$ cat config.mk
export PLATFORM = sky130hd
export DESIGN_NAME = rle_share_ctrl
export DESIGN_NICKNAME = d
export VERILOG_FILES = /design/src/rtl/rle_share_ctrl_pkg.sv /design/src/rtl/rle_share_ctrl_rr_pick.sv /design/src/rtl/rle_share_ctrl.sv
export SDC_FILE = /design/constraint.sdc
export NUM_CORES = 1
export LEC_CHECK = 0
export ABC_AREA = 1
export BUFFER_PORTS_ARGS = -buffer_cell sky130_fd_sc_hd__buf_2
export CORE_ASPECT_RATIO = 1.4
export CORE_MARGIN = 1.5
export CORE_UTILIZATION = 34
export DETAILED_ROUTE_END_ITERATION = 16
export PLACE_DENSITY = 0.57
export SETUP_SLACK_MARGIN = 0.5
export SLEW_MARGIN = 5
export SYNTH_ARGS = -nofsm -noshare
export SYNTH_HDL_FRONTEND = slang
export SYNTH_SLANG_ARGS = --single-unit
$ cat constraint.sdc
create_clock -name data_clk -period 2.8 [get_ports data_clk]
set_clock_uncertainty 0.2 [all_clocks]
set_input_delay 0.28 -clock data_clk [delete_from_list [all_inputs] [get_ports data_clk]]
set_output_delay 0.28 -clock data_clk [all_outputs]
set_load 0.01 [all_outputs]
$ cat src/rtl/rle_share_ctrl_pkg.sv
// Shared types and encoder-matching defaults for the RLE share controller.
package rle_share_ctrl_pkg;

    typedef enum logic [1:0] {
        ST_IDLE  = 2'd0,
        ST_FILL  = 2'd1,
        ST_DRAIN = 2'd2,
        ST_FLUSH = 2'd3
    } state_t;

    // Must match the run-length encoder instance this controller feeds.
    localparam int ENC_DATA_W = 5;
    localparam int ENC_DEPTH  = 255;

endpackage

$ cat src/rtl/rle_share_ctrl_rr_pick.sv
// Round-robin pick: first valid requester at or after rr_ptr_i, with wrap.
module rle_share_ctrl_rr_pick #(
    parameter int NUM_REQ = 4,
    parameter int ID_W    = 2
) (
    input  logic [NUM_REQ-1:0] req_valid_i,
    input  logic [ID_W-1:0]    rr_ptr_i,
    output logic [ID_W-1:0]    grant_o,
    output logic               any_valid_o
);

    logic [ID_W:0] idx;

    // Walk from the farthest candidate back to rr_ptr so the nearest valid one wins.
    always_comb begin
        grant_o     = '0;
        any_valid_o = |req_valid_i;
        idx         = '0;
        for (int k = NUM_REQ - 1; k >= 0; k--) begin
            idx = {1'b0, rr_ptr_i} + (ID_W + 1)'(k);
            if (idx >= (ID_W + 1)'(NUM_REQ)) begin
                idx = idx - (ID_W + 1)'(NUM_REQ);
            end
            if (req_valid_i[idx[ID_W-1:0]]) begin
                grant_o = idx[ID_W-1:0];
            end
        end
    end

endmodule

$ cat src/rtl/rle_share_ctrl.sv
// Time-shares one RLE encoder between NUM_REQ sources: fill, drain, flush per grant.
// state | meaning: IDLE arbitrate | FILL accept burst | DRAIN read encoder out | FLUSH reset encoder
module rle_share_ctrl
    import rle_share_ctrl_pkg::*;
#(
    parameter int NUM_REQ   = 4,
    parameter int DATA_W    = ENC_DATA_W,
    parameter int DEPTH     = ENC_DEPTH,
    parameter int BURST_MAX = 8,
    parameter int STALL_MAX = 16,
    parameter int ID_W      = 2
) (
    input  logic                      data_clk,
    input  logic                      reset,
    input  logic [NUM_REQ-1:0]        req_valid,
    input  logic [NUM_REQ*DATA_W-1:0] req_data,
    input  logic [NUM_REQ-1:0]        req_last,
    output logic [NUM_REQ-1:0]        req_ready,
    input  logic                      drain_ready,
    output logic [DATA_W-1:0]         enc_data_in,
    output logic                      enc_data_in_valid,
    output logic                      enc_write_signal,
    output logic                      enc_read_signal,
    output logic                      enc_reset,
    output logic [ID_W-1:0]           active_id,
    output logic                      busy
);

    localparam int BEAT_W  = $clog2(BURST_MAX + 1);
    localparam int STALL_W = $clog2(STALL_MAX + 1);

    state_t             state_q, state_d;
    logic [ID_W-1:0]    grant_q, grant_d;
    logic [ID_W-1:0]    rr_ptr_q, rr_ptr_d;
    logic [7:0]         occ_q, occ_d;
    logic [BEAT_W-1:0]  beat_q, beat_d;
    logic [STALL_W-1:0] stall_q, stall_d;

    logic [ID_W-1:0]    pick_grant;
    logic               pick_any;
    logic               fill_ready;
    logic               xfer;
    logic [DATA_W-1:0]  src_data [NUM_REQ];

    for (genvar g = 0; g < NUM_REQ; g++) begin : g_src
        assign src_data[g] = req_data[g*DATA_W +: DATA_W];
    end

    rle_share_ctrl_rr_pick #(
        .NUM_REQ (NUM_REQ),
        .ID_W    (ID_W)
    ) u_rr_pick (
        .req_valid_i (req_valid),
        .rr_ptr_i    (rr_ptr_q),
        .grant_o     (pick_grant),
        .any_valid_o (pick_any)
    );

    always_ff @(posedge data_clk) begin
        if (reset) begin
            state_q  <= ST_IDLE;
            grant_q  <= '0;
            rr_ptr_q <= '0;
            occ_q    <= '0;
            beat_q   <= '0;
            stall_q  <= '0;
        end else begin
            state_q  <= state_d;
            grant_q  <= grant_d;
            rr_ptr_q <= rr_ptr_d;
            occ_q    <= occ_d;
            beat_q   <= beat_d;
            stall_q  <= stall_d;
        end
    end

    always_comb begin
        state_d           = state_q;
        grant_d           = grant_q;
        rr_ptr_d          = rr_ptr_q;
        occ_d             = occ_q;
        beat_d            = beat_q;
        stall_d           = stall_q;
        req_ready         = '0;
        enc_data_in       = '0;
        enc_data_in_valid = 1'b0;
        enc_write_signal  = 1'b0;
        enc_read_signal   = 1'b0;
        enc_reset         = 1'b0;
        fill_ready        = 1'b0;
        xfer              = 1'b0;

        case (state_q)
            ST_IDLE: begin
                if (pick_any) begin
                    grant_d = pick_grant;
                    beat_d  = '0;
                    stall_d = '0;
                    state_d = ST_FILL;
                end
            end
            ST_FILL: begin
                fill_ready         = (occ_q < 8'(DEPTH));
                req_ready[grant_q] = fill_ready;
                xfer               = fill_ready && req_valid[grant_q];
                if (xfer) begin
                    enc_write_signal  = 1'b1;
                    enc_data_in_valid = 1'b1;
                    enc_data_in       = src_data[grant_q];
                    occ_d             = occ_q + 8'd1;
                    beat_d            = beat_q + 1'b1;
                    stall_d           = '0;
                end else begin
                    stall_d = stall_q + 1'b1;
                end
                // Exit tests use the post-cycle counts so the burst closes on the limiting cycle.
                if ((xfer && req_last[grant_q]) || (beat_d == BEAT_W'(BURST_MAX)) ||
                    (occ_d == 8'(DEPTH)) || (stall_d == STALL_W'(STALL_MAX))) begin
                    state_d = ST_DRAIN;
                end
            end
            ST_DRAIN: begin
                if (occ_q == 8'd0) begin
                    state_d = ST_FLUSH;
                end else if (drain_ready) begin
                    enc_read_signal = 1'b1;
                    occ_d           = occ_q - 8'd1;
                end
            end
            ST_FLUSH: begin
                enc_reset = 1'b1;
                rr_ptr_d  = (grant_q == ID_W'(NUM_REQ - 1)) ? '0 : grant_q + 1'b1;
                state_d   = ST_IDLE;
            end
            default: state_d = ST_IDLE;
        endcase

        // A reset cycle must not leak a strobe from the state being aborted.
        if (reset) begin
            req_ready         = '0;
            enc_data_in       = '0;
            enc_data_in_valid = 1'b0;
            enc_write_signal  = 1'b0;
            enc_read_signal   = 1'b0;
            enc_reset         = 1'b1;
        end
    end

    assign active_id = reset ? '0 : grant_q;
    assign busy      = !reset && (state_q != ST_IDLE);

endmodule

==> results_dict.tcl, run 1 <==
set metrics [dict create \
    status "complete, no violations" \
    grt_usage_pct 17.9 \
    clkTransAtPathRegs_ns 0.09 \
    min_path_type "input pin to flop" \
    synth_top_cells_by_area "dfxtp_1 21%, nand2_1 17%, nand3_1 8.0%" \
    route.detailed.wl_per_inst_um 12.7 \
    drive_above_1_share_pct 21.6 \
    finalNetCount 467 \
    first_iter_violations 141 \
    dieArea_um2 6960 \
    layout_common_cells "96 x nand2_1, 46 x buf_2, 42 x inv_1, 42 x nor2_1, 35 x nand3_1" \
    n_antenna_cell 0 \
    coreArea_um2 6210 \
    row_count 34 \
    drt-pass1-iter-count 4 \
    mostFrequentLayoutCell "nand2_1" \
    fin_crit_ns 2.20 \
    globalplace.congestion 0.914 \
    slew_headroom_pct 64.8 \
    areaGrowthSynthToFinish_pct 20.9 \
    worstSetupPathType "flop to output pin" \
    synth_seq_cells 23 \
    startpoint_type "flop" \
    stdcell_area_um2 2660 \
    placed_area_um2 2450 \
    power.leakage_nw 1.29 \
    drtAntennaViolNets 0 \
    yosysSeqAreaShare_pct 21.0 \
    hpwl_mm 4.78 \
    synth_fp_nets 420 \
    final_core_util_pct 42.8 \
    clk_latency_ns 0.26 \
    synth-edff-count 0 \
    fin_ws_ns 0.596 \
    antenna_found_initial 0 \
    start_util_pct 35.4 \
    ir_worst_vdd_mv 0.470 \
    ios 47 \
    slew_viol_final 0 \
    root_buffer "clkbuf_8" \
    ff2ff_path_depth 15 \
    hold_ws_ns 0.244 \
    routed_via_density 5.07 \
    yosysWarnings 0 \
    die_h_um 98.1 \
    syn_area_um2 2200 \
    dr_total_vias 2506 \
    syn_avg_cell_area_um2 5.84 \
    syn_inst 376 \
    io_buffer_count 46 \
    synth.distinct_cells 33 \
    worstPathRequired_ns 2.32 \
    min_path_cells 2 \
    wl_mm 6.28 \
    grt_pass1_wl_mm 10.4 \
    grt_pass1_vias 2262 \
    synth-main-ff-cell "dfxtp_1" \
    htreeDepth 1 \
    setup_viol 0 \
    cts.sinks 23 \
    overflow 0 \
    tightestPinTransition_ns 0.523 \
    post-place-ws_ns 0.376 \
    finalHoldViolCount 0 \
    rsz0062_at_grt "yes" \
    cp.arrival_ns 1.72 \
    drcViolationCount 0 \
    async_reset_ff_share_pct 0 \
    max-clock-path-buffers 2 \
    fmax_mhz 454 \
    powerDensity_nw_per_um2 870 \
    endpoint_kind "output pin" \
    grt_max_degree 23 \
    cts_buffers 3 \
    die_width_um 70.9 \
    drv_cap 0 \
    cts_tree "yes" \
    netlist.area_leader.share_pct 21.0 \
    finalCritPeriodShare_pct 78.7 \
    synth.largest_area_cell "dfxtp_1" \
    tns_ns 0 \
    crit_path_max_fanout 22 \
]
## synth_stat cells (2+ instances only)
master	n
nand2_1	98
nand3b_1	2
buf_4	3
o21ai_2	2
o21ai_0	29
clkbuf_1	6
nand2_2	3
nor2_2	2
o211ai_1	3
buf_6	3
nor3_1	3
inv_1	45
buf_2	2
a21oi_1	27
o21ai_1	3
dfxtp_1	23
nand3_1	35
xor2_1	8
nand4_1	6
a31oi_1	2
nor2_1	44
ha_1	13
inv_2	4
## worst max-delay path, stage by stage (launching register included)
cell and delay (ns):
dfxtp_4 0.38, ha_2 0.20, nand2_2 0.11, nor2_4 0.05, nand2_4 0.10, nand2_8 0.12, nor2_4 0.15, inv_2 0.07
a21oi_1 0.12, buf_2 0.15
## cell type report
| cell class | count | area [um2] |
|---|---|---|
| Multi-Input combinational cell | 288 | 1540 |
| Fill cell | 692 | 3550 |
| Sequential cell | 23 | 473 |
| Clock inverter | 1 | 5.00 |
| Timing Repair Buffer | 57 | 313 |
| Inverter | 50 | 194 |
| Tap cell | 72 | 90.1 |
| Clock buffer | 3 | 41.3 |
## power breakdown
group | internal (W) | switching (W) | total [W]
Combinational | 0.000541 | 0.000968 | 0.00151
Clock | 0.0000994 | 0.000115 | 0.000214
Sequential | 0.000434 | 0.000152 | 0.000587
Total | 0.00107 | 0.00124 | 0.00231
## metal layers
metal / part of all wire, % / track usage, % / routed length, um
met5: 0 / 0 / 0
met1: 42 / 22.0 / 2640
met4: 1.7 / 5.52 / 109
met3: 5.6 / 1.75 / 351
met2: 51 / 32.4 / 3180
## cells by family after synthesis
group / after synthesis / synth area share [%]
simple gates: 196 / 38.0
compound gates: 70 / 17.3
buf+inv: 65 / 12.8
flops: 23 / 21.0
fa+ha+maj: 13 / 7.40
xor+xnor: 9 / 3.59
## registers in the layout (all words and copies together) (netlist names)
| signal | flops |
|---|---|
| beat_q | 4 |
| rr_ptr_q | 2 |
| occ_q | 8 |
| grant_q | 2 |
| state_q | 2 |
| stall_q | 5 |
## repair_timing
| item | in CTS | in global routing |
|---|---|---|
| setup endpoints to repair | 16 | 17 |
| pin swaps | 2 | 3 |
| resized for setup | 15 | 14 |
| buffers inserted | 3 | 5 |
| hold buffers | 0 | 0 |
## per-stage QoR
step                instances  power, W
finish                    494   0.00231
global route              494   0.00257
CTS                       489   0.00222
detailed placement        482   0.00194
global placement          482   0.00194
floorplan                 376   0.00163
## worst paths after layout
path / start / endpoint / slack, ns
worst max-delay path: occ_q[0]$_SDFFE_PP0P_ / enc_data_in[3] / 0.60
worst min-delay path: reset / occ_q[3]$_SDFFE_PP0P_ / 0.24
worst min register to register: beat_q[3]$_SDFFE_PP0P_ / beat_q[3]$_SDFFE_PP0P_ / 0.29
worst max register to register: occ_q[0]$_SDFFE_PP0P_ / state_q[0]$_SDFFE_PP0P_ / 0.68
Note: power is estimated with default switching activity, not from simulation.
==> inputs of run 2 (changes only) <==
- PLACE_DENSITY: 0.57 -> 0.59
- clock period: 2.8 -> 2 ns (I/O delays scaled with it)
==> results_dict.tcl, run 2 (same netlist as run 1, synthesis figures left out) <==
set metrics [dict create \
    drtAntennaViolNets 0 \
    fmax_mhz 494 \
    slew_viol_final 0 \
    ios 47 \
    cp_slowest_cell "dfxtp_4" \
    coreArea_um2 6210 \
    fin_crit_ns 2.02 \
    top_register "occ_q" \
    ir_worst_vdd_mv 0.469 \
    worstPathRequired_ns 1.98 \
    dieArea_um2 6960 \
    setup_viol 6 \
    cp.arrival_ns 2.00 \
    drcViolationCount 0 \
    largest_reg_flops 8 \
    rsz0062_at_grt "yes" \
    row_count 34 \
    tightestPinTransition_ns 0.465 \
    areaGrowthSynthToFinish_pct 59.1 \
    crit_buf_inv 1 \
    grt_max_degree 17 \
    fillers 574 \
    globalplace.congestion 0.941 \
    grt_pass1_vias 2660 \
    grt_pass1_wl_mm 11.9 \
    cpPeakStageDelay_ns 0.37 \
    power.leakage_nw 1.60 \
    start_util_pct 35.4 \
    final_core_util_pct 56.3 \
    die_width_um 70.9 \
    post-place-ws_ns -0.00554 \
    startpoint_type "flop" \
    cts_tree "yes" \
    path_cells "ha_4 -> nand2_4 -> nor2_4 -> nand2_4 -> buf_6 -> nand3_1 -> nand2_1 -> nand2_2 -> nand2_2 -> nor2_2 -> nand2_1 -> nand2_2 -> nand3_2 -> nand2_1 -> nor2_1" \
    power.total_w 0.00458 \
    drive_above_1_share_pct 45.6 \
    finalNetCount 512 \
    mostFrequentLayoutCell "nand2_1" \
    clk_latency_ns 0.28 \
    tns_ns -0.106 \
    route.detailed.wl_per_inst_um 13.7 \
    cts_buffers 3 \
    ff2ff_path_depth 15 \
    wl_mm 7.36 \
    die_h_um 98.1 \
    drt-pass1-iter-count 4 \
    cp.depth 15 \
    endpoint_kind "flop" \
    routed_via_density 5.06 \
    cts.sinks 23 \
    crit_family "simple AND/OR/NAND/NOR gates" \
    htreeDepth 1 \
    clkTransAtPathRegs_ns 0.09 \
    powerDensity_nw_per_um2 1310 \
    top_regs "occ_q (8), stall_q (5), beat_q (4)" \
    root_buffer "clkbuf_8" \
    max-clock-path-buffers 2 \
    fin_ws_ns -0.0233 \
    n_antenna_cell 0 \
    finalHoldViolCount 0 \
    first_iter_violations 162 \
    min_path_cells 2 \
    hpwl_mm 5.03 \
    slew_headroom_pct 69.0 \
    layout_common_cells "79 x nand2_1, 41 x buf_2, 35 x buf_4" \
    dr_total_vias 2727 \
    overflow 0 \
    io_buffer_count 46 \
    drv_cap 0 \
    grt_usage_pct 20.9 \
    antenna_found_initial 0 \
    crit_path_max_fanout 8 \
    worstSetupPathType "flop to flop" \
    status "complete, but fails checks" \
    finalCritPeriodShare_pct 101 \
    min_path_type "input pin to flop" \
    violations "negative setup slack" \
]
## run 2: worst paths after layout
| kind | start | to | slack, ns |
|---|---|---|---|
| worst max-delay path | occ_q[1]$_SDFFE_PP0P_ | state_q[0]$_SDFFE_PP0P_ | -0.02 |
| worst max register to register | occ_q[1]$_SDFFE_PP0P_ | state_q[0]$_SDFFE_PP0P_ | -0.02 |
| worst min register to register | stall_q[4]$_SDFFE_PP0P_ | stall_q[4]$_SDFFE_PP0P_ | 0.29 |
| worst min-delay path | reset | grant_q[1]$_SDFFE_PP0P_ | 0.1 |
## run 2: timing repair
| item | in CTS | in global routing |
|---|---|---|
| endpoints found under the hold margin | 0 | 0 |
| resized for setup | 71 | 67 |
| setup endpoints to repair | 37 | 39 |
| hold buffers | 0 | 0 |
| setup buffers | 17 | 6 |
| pin swaps | 16 | 29 |
| gates cloned | 3 | 1 |
## run 2: cell type report
class                      instances  area (um2)  share of cell area (%)
multi-input combinational        291        1900                    54.3
timing repair inverter             1        3.75                   0.107
tap                               72        90.1                    2.58
sequential                        23         494                    14.1
timing repair buffer              98         742                    21.2
inverter                          50         220                    6.30
clock buffer                       3        41.3                    1.18
clock inverter                     1        6.26                   0.179
## run 2: worst register-to-register path: cells and delay by family, from the launching register on
kind | cells | cell delay, ns
DFF | 1 | 0.37
buffers and inverters | 1 | 0.16
adders and majority gates | 1 | 0.14
and+or+nand+nor | 13 | 1.05
## run 2: power by group
part	internal (W)	switching, W	leakage, nW	total, W
Sequential	0.000631	0.000187	0.195	0.000818
Clock	0.000143	0.000178	0.0260	0.000321
Combinational	0.00149	0.00195	1.38	0.00344
## run 2: per-layer routing
metal	GRT usage (%)	up-vias	part of all wire, %
met2	40.0	69	54
met3	2.48	13	3.2
met1	22.6	1242	41
met5	0	-	0
li1	-	1403	-
met4	8.56	0	2.2
## run 2: metrics by stage
step | hold WS (ns) | std cells | cell area, um2
floorplan | 0.257 | 376 | 2310
global placement | 0.267 | 508 | 2760
detailed placement | 0.273 | 508 | 2760
CTS | 0.0929 | 532 | 3220
global route | 0.115 | 539 | 3490
finish | 0.0965 | 539 | 3490
==> inputs of run 3 (changes only) <==
- SETUP_SLACK_MARGIN: 0.5 -> 0.2
==> results_dict.tcl, run 3 (same netlist as run 1, synthesis figures left out) <==
set metrics [dict create \
    finalNonFillerCells 530 \
    cts.sinks 23 \
    hpwl_mm 4.96 \
    io_buffer_count 46 \
    root_buffer "clkbuf_8" \
    route.detailed.wl_per_inst_um 12.4 \
    max-clock-path-buffers 2 \
    endpoint_kind "flop" \
    violations "negative setup slack" \
    slew_headroom_pct 73.1 \
    dr_total_vias 2603 \
    areaGrowthSynthToFinish_pct 40.1 \
    post-place-ws_ns -0.0265 \
    grt_usage_pct 18.6 \
    mostFrequentLayoutCell "nand2_1" \
    globalplace.congestion 0.898 \
    cp_slowest_cell "dfxtp_4" \
    worstPathRequired_ns 1.97 \
    clkTransAtPathRegs_ns 0.09 \
    top_regs "occ_q (8), stall_q (5), beat_q (4)" \
    crit_path_max_fanout 4 \
    crit_top_cell "nand2_1" \
    finalCritPeriodShare_pct 100 \
    drtAntennaViolNets 0 \
    htreeDepth 1 \
    tightestPinTransition_ns 0.403 \
    tns_ns -0.00837 \
    final_core_util_pct 49.6 \
    finalNetCount 503 \
    ios 47 \
    powerDensity_nw_per_um2 1250 \
    drv_cap 0 \
    grt_pass1_wl_mm 10.8 \
    antenna_found_initial 0 \
    drive_above_1_share_pct 34.7 \
    power.leakage_nw 1.52 \
    n_antenna_cell 0 \
    cpPeakStageDelay_ns 0.37 \
    die_width_um 70.9 \
    holdBufCountCts 0 \
    worstSetupPathType "flop to flop" \
    dieArea_um2 6960 \
    crit_family "simple AND/OR/NAND/NOR gates" \
    layout_common_cells "92 x nand2_1, 44 x buf_2, 40 x nor2_1, 40 x buf_4, 37 x inv_1" \
    fin_crit_ns 2.01 \
    die_h_um 98.1 \
    finalHoldViolCount 0 \
    status "complete, but fails checks" \
    path_cells "ha_4 -> nand2_4 -> buf_4 -> nor3_4 -> nand4_1 -> nand2_1 -> nand2_1 -> nor2_1 -> nand2_1 -> nand2_2 -> nand3_1 -> nand2_1 -> nor2_1" \
    coreArea_um2 6210 \
    min_path_type "input pin to flop" \
    start_util_pct 35.4 \
    drt-pass1-iter-count 6 \
    grt_max_degree 17 \
    top_register "occ_q" \
    cp.arrival_ns 1.98 \
    drcViolationCount 0 \
    wl_mm 6.56 \
    overflow 0 \
    cts_tree "yes" \
    setup_viol 1 \
    fin_ws_ns -0.00837 \
    dp.cells 511 \
    routed_via_density 4.91 \
    startpoint_type "flop" \
    grt_pass1_vias 2503 \
    largest_reg_flops 8 \
    crit_buf_inv 1 \
    fmax_mhz 498 \
    cts_buffers 3 \
    slew_viol_final 0 \
    first_iter_violations 96 \
    clk_latency_ns 0.27 \
    row_count 34 \
    rsz0062_at_grt "yes" \
    ir_worst_vdd_mv 0.638 \
]
run 3: changes by cell type in the layout (fill, tap and decap cells not counted), sizes merged:
cell / previous run / this run
clkinv: 0 / 1
inv: 52 / 50
a21oi: 29 / 28
nand2: 104 / 102
buf: 98 / 93
run 3: what timing repair did:
item,in CTS,in global routing
setup buffers,12,3
resized for setup,27,34
pin swaps,8,14
endpoints found under the setup margin,26,33
run 3: cell type report:
class	instances	area, um2
fill	631	3130
multi-input combinational	288	1650
timing repair buffer	93	622
sequential	23	478
inverter	50	195
tap	72	90.1
clock buffer	3	41.3
clock inverter	1	5.00
run 3: through the flow:
stage               hold slack, ns  area (um2)  power [W]
CTS                         0.0588        2940    0.00362
global placement             0.267        2710    0.00305
global route                0.0626        3080    0.00423
finish                      0.0583        3080    0.00383
floorplan                    0.257        2250    0.00234
detailed placement           0.276        2710    0.00306
run 3: where the power goes:
part / internal (W) / total, W / switching (W) / leakage, nW
registers: 0.000615 / 0.000774 / 0.000159 / 0.192
logic: 0.00117 / 0.00275 / 0.00157 / 1.30
clock network: 0.000139 / 0.000310 / 0.000171 / 0.0255
total: 0.00193 / 0.00383 / 0.00190 / 1.52
run 3: metal layers:
| metal | wire [um] | track usage, % | vias to the layer above |
|---|---|---|---|
| met5 | 0 | 0 | - |
| met1 | 2730 | 21.6 | 1163 |
| met3 | 221 | 1.96 | 6 |
| li1 | - | - | 1378 |
| met4 | 87 | 5.52 | 0 |
| met2 | 3520 | 35.1 | 56 |
run 3: final timing paths:
kind / start / end / slack (ns) / cells after the start
min: reset / occ_q[5]$_SDFFE_PP0P_ / 0.06 / 2
min reg2reg: stall_q[4]$_SDFFE_PP0P_ / stall_q[4]$_SDFFE_PP0P_ / 0.29 / 2
max: occ_q[0]$_SDFFE_PP0P_ / state_q[0]$_SDFFE_PP0P_ / -0.008 / 13
max reg2reg: occ_q[0]$_SDFFE_PP0P_ / state_q[0]$_SDFFE_PP0P_ / -0.008 / 13
